===== config.mk =====
export PLATFORM = sky130hd
export DESIGN_NAME = exu_mul_pipe_gen
export DESIGN_NICKNAME = d
export VERILOG_FILES = /design/src/rtl/exu_mul_pipe_gen_pkg.sv /design/src/rtl/exu_mul_pipe_gen_dly_pipe.sv /design/src/rtl/exu_mul_pipe_gen.sv
export SDC_FILE = /design/constraint.sdc
export NUM_CORES = 2
export LEC_CHECK = 0
export ABC_AREA = 1
export BUFFER_PORTS_ARGS = -buffer_cell sky130_fd_sc_hd__buf_2
export CORE_MARGIN = 2
export CORE_UTILIZATION = 55
export CTS_BUF_LIST = sky130_fd_sc_hd__clkbuf_4 sky130_fd_sc_hd__clkbuf_8 sky130_fd_sc_hd__clkbuf_16
export DETAILED_ROUTE_END_ITERATION = 10
export GPL_TIMING_DRIVEN = 0
export PLACE_DENSITY = 0.71
export SLEW_MARGIN = 15
export SYNTH_ARGS = -nofsm -noshare
export SYNTH_HDL_FRONTEND = slang
export SYNTH_SLANG_ARGS = --single-unit
export TNS_END_PERCENT = 1

===== constraint.sdc =====
create_clock -name clk -period 9.31 [get_ports clk]
set_input_delay 0 -clock clk [delete_from_list [all_inputs] [get_ports clk]]
set_output_delay 0 -clock clk [all_outputs]
set_load 0.03 [all_outputs]

===== src/rtl/exu_mul_pipe_gen_pkg.sv =====
`default_nettype none
// ---------------------------------------------------------------------------
// | Module   : exu_mul_pipe_gen_pkg                                         |
// | Desc     : shared types and constants for the generic EXU multiplier    |
// | Revision : 1.0                                                          |
// ---------------------------------------------------------------------------
package exu_mul_pipe_gen_pkg;

  localparam int XLEN_DEF = 32;
  localparam int PROD_W   = 2 * XLEN_DEF + 2;

  // Control bundle that travels with an op through stage 1
  typedef struct packed {
    logic valid;
    logic rs1_sign;
    logic rs2_sign;
    logic low;
    logic rs1_byp;
    logic rs2_byp;
  } mul_pkt_gen_t;

  // Width of the full signed (XLEN+1)x(XLEN+1) product
  function automatic int prod_w(input int xlen);
    return 2 * xlen + 2;
  endfunction

endpackage
`default_nettype wire


===== src/rtl/exu_mul_pipe_gen_dly_pipe.sv =====
`default_nettype none
// ---------------------------------------------------------------------------
// | Module   : exu_mul_dly_pipe                                             |
// | Desc     : valid+data delay line with freeze (hold) and flush (kill)    |
// | Revision : 1.0                                                          |
// ---------------------------------------------------------------------------
module exu_mul_dly_pipe #(
  parameter int W     = 8,
  parameter int DEPTH = 1
) (
  input  logic         clk,
  input  logic         rst_l,
  input  logic         freeze,
  input  logic         flush,
  input  logic         in_valid,
  input  logic [W-1:0] in_data,
  output logic         out_valid,
  output logic [W-1:0] out_data,
  output logic         busy
);

  logic         r_vld [DEPTH];
  logic [W-1:0] r_dat [DEPTH];

  for (genvar i = 0; i < DEPTH; i++) begin : g_stg
    logic         w_vin;
    logic [W-1:0] w_din;

    if (i == 0) begin : g_head
      assign w_vin = in_valid;
      assign w_din = in_data;
    end else begin : g_tail
      assign w_vin = r_vld[i-1];
      assign w_din = r_dat[i-1];
    end

    always_ff @(posedge clk or negedge rst_l) begin
      if (!rst_l) begin
        r_vld[i] <= 1'b0;
      end else if (flush) begin
        r_vld[i] <= 1'b0;
      end else if (!freeze) begin
        r_vld[i] <= w_vin;
      end
    end

    // Data only moves with a live op, so idle stages stay quiet
    always_ff @(posedge clk) begin
      if (w_vin && !freeze) begin
        r_dat[i] <= w_din;
      end
    end
  end

  assign out_valid = r_vld[DEPTH-1];
  assign out_data  = r_dat[DEPTH-1];

  always_comb begin
    busy = 1'b0;
    for (int j = 0; j < DEPTH; j++) begin
      busy = busy | r_vld[j];
    end
  end

endmodule
`default_nettype wire


===== src/rtl/exu_mul_pipe_gen.sv =====
`default_nettype none
// ---------------------------------------------------------------------------
// | Module   : exu_mul_pipe_gen                                             |
// | Desc     : parametrised pipelined RISC-V MUL/MULH/MULHSU/MULHU unit     |
// | Revision : 1.0                                                          |
// ---------------------------------------------------------------------------
module exu_mul_pipe_gen
  import exu_mul_pipe_gen_pkg::*;
#(
  parameter int XLEN   = 32,
  parameter int STAGES = 3,
  parameter int TAGW   = 5
) (
  input  logic            clk,
  input  logic            rst_l,
  input  logic            freeze,
  input  logic            flush,
  input  logic            in_valid,
  input  logic            rs1_sign,
  input  logic            rs2_sign,
  input  logic            low,
  input  logic            rs1_byp,
  input  logic            rs2_byp,
  input  logic [XLEN-1:0] a,
  input  logic [XLEN-1:0] b,
  input  logic [TAGW-1:0] tag,
  input  logic [XLEN-1:0] lsu_result,
  output logic            out_valid,
  output logic [XLEN-1:0] out,
  output logic [TAGW-1:0] out_tag,
  output logic            busy
);

  localparam int c_PROD_W = prod_w(XLEN);
  localparam int c_DW     = 2 * XLEN + 1 + TAGW;

  if (STAGES < 2) begin : g_bad_stages
    $error("exu_mul_pipe_gen: STAGES must be at least 2");
  end

  // ---------------- stage 1: capture ----------------
  mul_pkt_gen_t    r_s1_pkt;
  logic [XLEN-1:0] r_s1_a;
  logic [XLEN-1:0] r_s1_b;
  logic [TAGW-1:0] r_s1_tag;
  logic            w_s1_en;

  assign w_s1_en = in_valid & ~freeze;

  always_ff @(posedge clk or negedge rst_l) begin
    if (!rst_l) begin
      r_s1_pkt <= '0;
    end else begin
      if (flush) begin
        r_s1_pkt.valid <= 1'b0;
      end else if (!freeze) begin
        r_s1_pkt.valid <= in_valid;
      end
      if (w_s1_en) begin
        r_s1_pkt.rs1_sign <= rs1_sign;
        r_s1_pkt.rs2_sign <= rs2_sign;
        r_s1_pkt.low      <= low;
        r_s1_pkt.rs1_byp  <= rs1_byp;
        r_s1_pkt.rs2_byp  <= rs2_byp;
      end
    end
  end

  always_ff @(posedge clk) begin
    if (w_s1_en) begin
      r_s1_a   <= a;
      r_s1_b   <= b;
      r_s1_tag <= tag;
    end
  end

  // Load data arrives a cycle after issue, so the bypass mux sits after capture
  logic [XLEN-1:0] w_s1_opa;
  logic [XLEN-1:0] w_s1_opb;
  logic [XLEN:0]   w_s1_xa;
  logic [XLEN:0]   w_s1_xb;

  assign w_s1_opa = r_s1_pkt.rs1_byp ? lsu_result : r_s1_a;
  assign w_s1_opb = r_s1_pkt.rs2_byp ? lsu_result : r_s1_b;
  assign w_s1_xa  = {r_s1_pkt.rs1_sign & w_s1_opa[XLEN-1], w_s1_opa};
  assign w_s1_xb  = {r_s1_pkt.rs2_sign & w_s1_opb[XLEN-1], w_s1_opb};

  // ---------------- stage 2: extended operands ----------------
  logic            w_mx_vld;
  logic [XLEN:0]   w_mx_xa;
  logic [XLEN:0]   w_mx_xb;
  logic            w_mx_low;
  logic [TAGW-1:0] w_mx_tag;
  logic            w_s2_busy;

  if (STAGES >= 3) begin : g_s2
    logic            r_vld;
    logic [XLEN:0]   r_xa;
    logic [XLEN:0]   r_xb;
    logic            r_low;
    logic [TAGW-1:0] r_tag;

    always_ff @(posedge clk or negedge rst_l) begin
      if (!rst_l) begin
        r_vld <= 1'b0;
      end else if (flush) begin
        r_vld <= 1'b0;
      end else if (!freeze) begin
        r_vld <= r_s1_pkt.valid;
      end
    end

    always_ff @(posedge clk) begin
      if (r_s1_pkt.valid && !freeze) begin
        r_xa  <= w_s1_xa;
        r_xb  <= w_s1_xb;
        r_low <= r_s1_pkt.low;
        r_tag <= r_s1_tag;
      end
    end

    assign w_mx_vld  = r_vld;
    assign w_mx_xa   = r_xa;
    assign w_mx_xb   = r_xb;
    assign w_mx_low  = r_low;
    assign w_mx_tag  = r_tag;
    assign w_s2_busy = r_vld;
  end else begin : g_no_s2
    assign w_mx_vld  = r_s1_pkt.valid;
    assign w_mx_xa   = w_s1_xa;
    assign w_mx_xb   = w_s1_xb;
    assign w_mx_low  = r_s1_pkt.low;
    assign w_mx_tag  = r_s1_tag;
    assign w_s2_busy = 1'b0;
  end

  // Signed multiply of the sign-corrected operands covers all four flavours
  logic signed [c_PROD_W-1:0] w_ext_a;
  logic signed [c_PROD_W-1:0] w_ext_b;
  logic signed [c_PROD_W-1:0] w_prod_full;
  logic [2*XLEN-1:0]          w_prod;
  logic [1:0]                 w_unused_prod_hi;

  assign w_ext_a          = {{(XLEN+1){w_mx_xa[XLEN]}}, w_mx_xa};
  assign w_ext_b          = {{(XLEN+1){w_mx_xb[XLEN]}}, w_mx_xb};
  assign w_prod_full      = w_ext_a * w_ext_b;
  assign w_prod           = w_prod_full[2*XLEN-1:0];
  assign w_unused_prod_hi = w_prod_full[c_PROD_W-1 -: 2];

  // ---------------- stages 3..STAGES-1: delay ----------------
  logic [c_DW-1:0] w_dl_in;
  logic [c_DW-1:0] w_dl_data;
  logic            w_dl_vld;
  logic            w_dl_busy;

  assign w_dl_in = {w_prod, w_mx_low, w_mx_tag};

  if (STAGES >= 4) begin : g_dly
    exu_mul_dly_pipe #(
      .W     (c_DW),
      .DEPTH (STAGES - 3)
    ) u_dly (
      .clk       (clk),
      .rst_l     (rst_l),
      .freeze    (freeze),
      .flush     (flush),
      .in_valid  (w_mx_vld),
      .in_data   (w_dl_in),
      .out_valid (w_dl_vld),
      .out_data  (w_dl_data),
      .busy      (w_dl_busy)
    );
  end else begin : g_no_dly
    assign w_dl_vld  = w_mx_vld;
    assign w_dl_data = w_dl_in;
    assign w_dl_busy = 1'b0;
  end

  // ---------------- output register ----------------
  logic [2*XLEN-1:0] w_dl_prod;
  logic              w_dl_low;
  logic [TAGW-1:0]   w_dl_tag;
  logic [XLEN-1:0]   w_res;
  logic              r_out_valid;
  logic [XLEN-1:0]   r_out;
  logic [TAGW-1:0]   r_out_tag;

  assign w_dl_prod = w_dl_data[c_DW-1 -: 2*XLEN];
  assign w_dl_low  = w_dl_data[TAGW];
  assign w_dl_tag  = w_dl_data[TAGW-1:0];
  assign w_res     = w_dl_low ? w_dl_prod[XLEN-1:0] : w_dl_prod[2*XLEN-1:XLEN];

  always_ff @(posedge clk or negedge rst_l) begin
    if (!rst_l) begin
      r_out_valid <= 1'b0;
      r_out       <= '0;
      r_out_tag   <= '0;
    end else begin
      if (flush) begin
        r_out_valid <= 1'b0;
      end else if (!freeze) begin
        r_out_valid <= w_dl_vld;
      end
      // A killed op must not disturb the held result
      if (w_dl_vld && !freeze && !flush) begin
        r_out     <= w_res;
        r_out_tag <= w_dl_tag;
      end
    end
  end

  assign out_valid = r_out_valid;
  assign out       = r_out;
  assign out_tag   = r_out_tag;
  assign busy      = r_s1_pkt.valid | w_s2_busy | w_dl_busy | r_out_valid;

endmodule
`default_nettype wire


==> results by group <==
Synth
  – Post-synth top area share: 47.27%
  – Sequential area share after synthesis: 11.25%
  – Ys async rst share: 24.19%
  – Cell variety after synth: 41
  – Top cells by area, synth: fa_1 (47%), inv_1 (14%), nand2_1 (13%), edfxtp_1 (8.9%), ha_1 (5.6%)
  – Yosys reg bits: around 190
  – Gate Count Post-Synth: 5870
  – Syn nets: between 7k and 8k
  – Warnings from Yosys: 0
  – Synthesized cell area: between 0.04 and 0.05 mm²
  – EDFF count, synth: roughly 140
  – Main synth FF type: edfxtp_1
  – Area leader, netlist: fa_1
  – Post-synthesis area per instance: 8.117 µm²

GRT
  – Largest net degree at the start of global routing: 77
  – Vias in the first global route: ~41k
  – First-pass GRT wire length: between 200000 and 300000 µm
  – Gr ovfl total: 0
  – Global Route Usage Sum: 43.68%
  – Initial antenna violation count: 10

Timing
  – Slew margin rel.: approximately an eighth
  – Worst Clk Skew: 25.42 ps
  – Final Hold Viols: 0
  – Final slew viol count: 0
  – Final period util: roughly 99%
  – Slew @ Worst Pin: around 1300 ps
  – Finish-stage setup viols: 0
  – RSZ-0062 raised after global routing: yes
  – Fin crit period: between 9000 and 10000 ps
  – Maximum clock frequency: approximately 110 MHz

Layout
  – Share of layout cells above drive strength 1: under 10%
  – Area added between synthesis and finish: 8.514%
  – Commonest non-fill, non-tap cell in the layout: inv_1
  – Nets: roughly 7.6k
  – Final Util: 60.44%
  – Commonest non-fill, non-tap cells in the layout: inv_1 (1805), nand2_1 (1678), fa_1 (1123), clkbuf_1 (264), ha_1 (212)

Drt
  – Avg WL per Cell: roughly 26 µm
  – First DRT Iteration DRCs: ~4.6k
  – Met3 wire length: roughly 23000 µm
  – DRT Pass-1 Iters: 6
  – Met2 wire length: roughly 79000 µm
  – DR vias: 40.06k
  – DRT Wirelength: 186900 µm
  – Vias per cell: 5.475
  – Routed Antenna Nets: 0
  – DRC violations left: 0
  – Top sig layer: met5
  – M1 WL: ~68000 µm

Clocking
  – Clock slew at reported path FFs: about 80 ps
  – Worst skew pair latency: approximately 550 ps
  – Root Buffer: clkbuf_16
  – CTS tree: done
  – Inserted Clock Buffers: 17
  – Bufs on Longest Clock Path: 2
  – Clk sinks: around 190
  – Max H-tree Level: 4

Die
  – Die height: 298.3 µm
  – CORE AREA: 0.08555 mm²
  – I/O Pins: 150
  – Row count: 107
  – DIE AREA: between 0.08 and 0.09 mm²
  – Initial Util: 55.69%
  – Chip width: 298.3 µm

Worst setup path
  – Critical path startpoint: g_s2.r_xb[0]
  – WP data arrival: around 9600 ps
  – Crit end category: flip-flop
  – Critical path peak fanout: 10
  – Req. time, crit path: between 9000 and 10000 ps
  – Worst r2r src: g_s2.r_xb[0]
  – CP Launch Type: flip-flop
  – Kind of critical path: reg -> reg

Status
  – Status: complete, no violations

Placement
  – RD Place Congestion: 1.050
  – Port buffer count: 149
  – Post-DP HPWL: about 150000 µm

Flow run
  – MaxCap Viol Count: 0

Hold path
  – Hold Crit Class: in -> async
-- metrics by stage --
stage | area (µm²) | TNS, ps | hold slack [ps] | std cells | worst slack [ps]
floorplan | 47650 | 0 | -295.6 | 5870 | 2067
global placement | 49820 | -230.3 | 176.5 | 7163 | -169.5
detailed placement | 49880 | -44.36 | 98.71 | 7165 | -44.36
global route | 51690 | -6.677 | 133.9 | 7310 | -6.677
CTS | 51590 | 0 | 65.89 | 7307 | 12.58
finish | 51700 | 0 | 50.25 | 7316 | 83.76
-- final timing paths --
kind	slack, ps	end	cells past startpoint
worst max-delay path	80	out[31]	27
worst min-delay path	50	out[10]	2
worst max register to register	80	out[31]	27
worst min register to register	420	g_s2.r_tag[4]	0
max in group asynchronous	8730	r_s1_pkt[1]	2
min in group clk	160	r_s1_a[18]	2
-- layer usage --
| layer | vias up | GRT usage (%) |
|---|---|---|
| met5 | - | 0.4762 |
| met4 | 14 | 30.82 |
| met3 | 628 | 12.65 |
| met2 | 2602 | 64.35 |
| met1 | 19900 | 55.59 |
| li1 | 16920 | - |
-- flip-flops by register name, summed over array words and instances, names as in the netlist --
name and cells:
out_valid 1, out_tag 5, r_s1_a 32, r_s1_tag 5, g_s2.r_low 1, g_s2.r_xb 33, g_s2.r_tag 5, out 32
r_s1_pkt 6, g_s2.r_xa 33, g_s2.r_vld 1, r_s1_b 32
-- area by class of cell --
cell class / count / area, µm²
diodes: 6 / 15.01
plain buffers: 285 / 1109
clock buffers: 17 / 425.4
clock inverters: 15 / 185.2
fillers: 7754 / 33850
inverters: 1808 / 6799
multi-input cells: 3585 / 34420
flip-flops and latches: 186 / 5360
well taps: 1144 / 1431
repair buffers: 270 / 1961
-- critical path: stages, from the launching register on --
cell and delay [ps]:
edfxtp_1 330, buf_1 910, clkbuf_1 690, nand2_1 130, inv_1 120, fa_1 410, inv_1 90, fa_1 380
inv_1 80, fa_1 460, inv_1 110, fa_1 410, fa_1 510, inv_1 60, fa_1 440, fa_1 510
inv_1 50, fa_1 800, inv_1 90, ha_1 450, a21oi_1 210, o21ai_0 140, a21oi_1 420, nand3_1 470
o21ai_0 390, nand2_1 250, inv_1 110, a21oi_1 70
-- cell usage after synthesis, drive strengths merged, types with 5 or more instances --
master     n
nand4     23
ha       212
edfxtp   141
xnor2      5
nor4       5
a21boi    12
nor2     160
clkbuf   284
nand2   1692
nor3       5
dfrtp     45
inv     1807
buf        7
xor2       5
fa      1125
nand3    103
or2       22
o21ai     80
a21oi    108
o21bai    13
-- kinds of logic after synthesis --
family	after synthesis	synth area share [%]
buffers and inverters	2099	16.55
AO/OA/AOI/OAI	222	2.574
XOR/XNOR	10	0.1838
flip-flops	186	11.25
adder cells (fa/ha/maj)	1337	52.84
AND/OR/NAND/NOR	2016	16.60
-- what timing repair did --
item,in CTS,in global routing
pin swaps,0,0
hold buffers,110,0
hold endpoints to repair,201,0
setup buffers,0,8
resized for setup,2,29
setup endpoints to repair,1,18
Power is left out: the tool's default activity adds up to more than one toggle a clock period on the data nets, which glitch-free logic cannot reach.
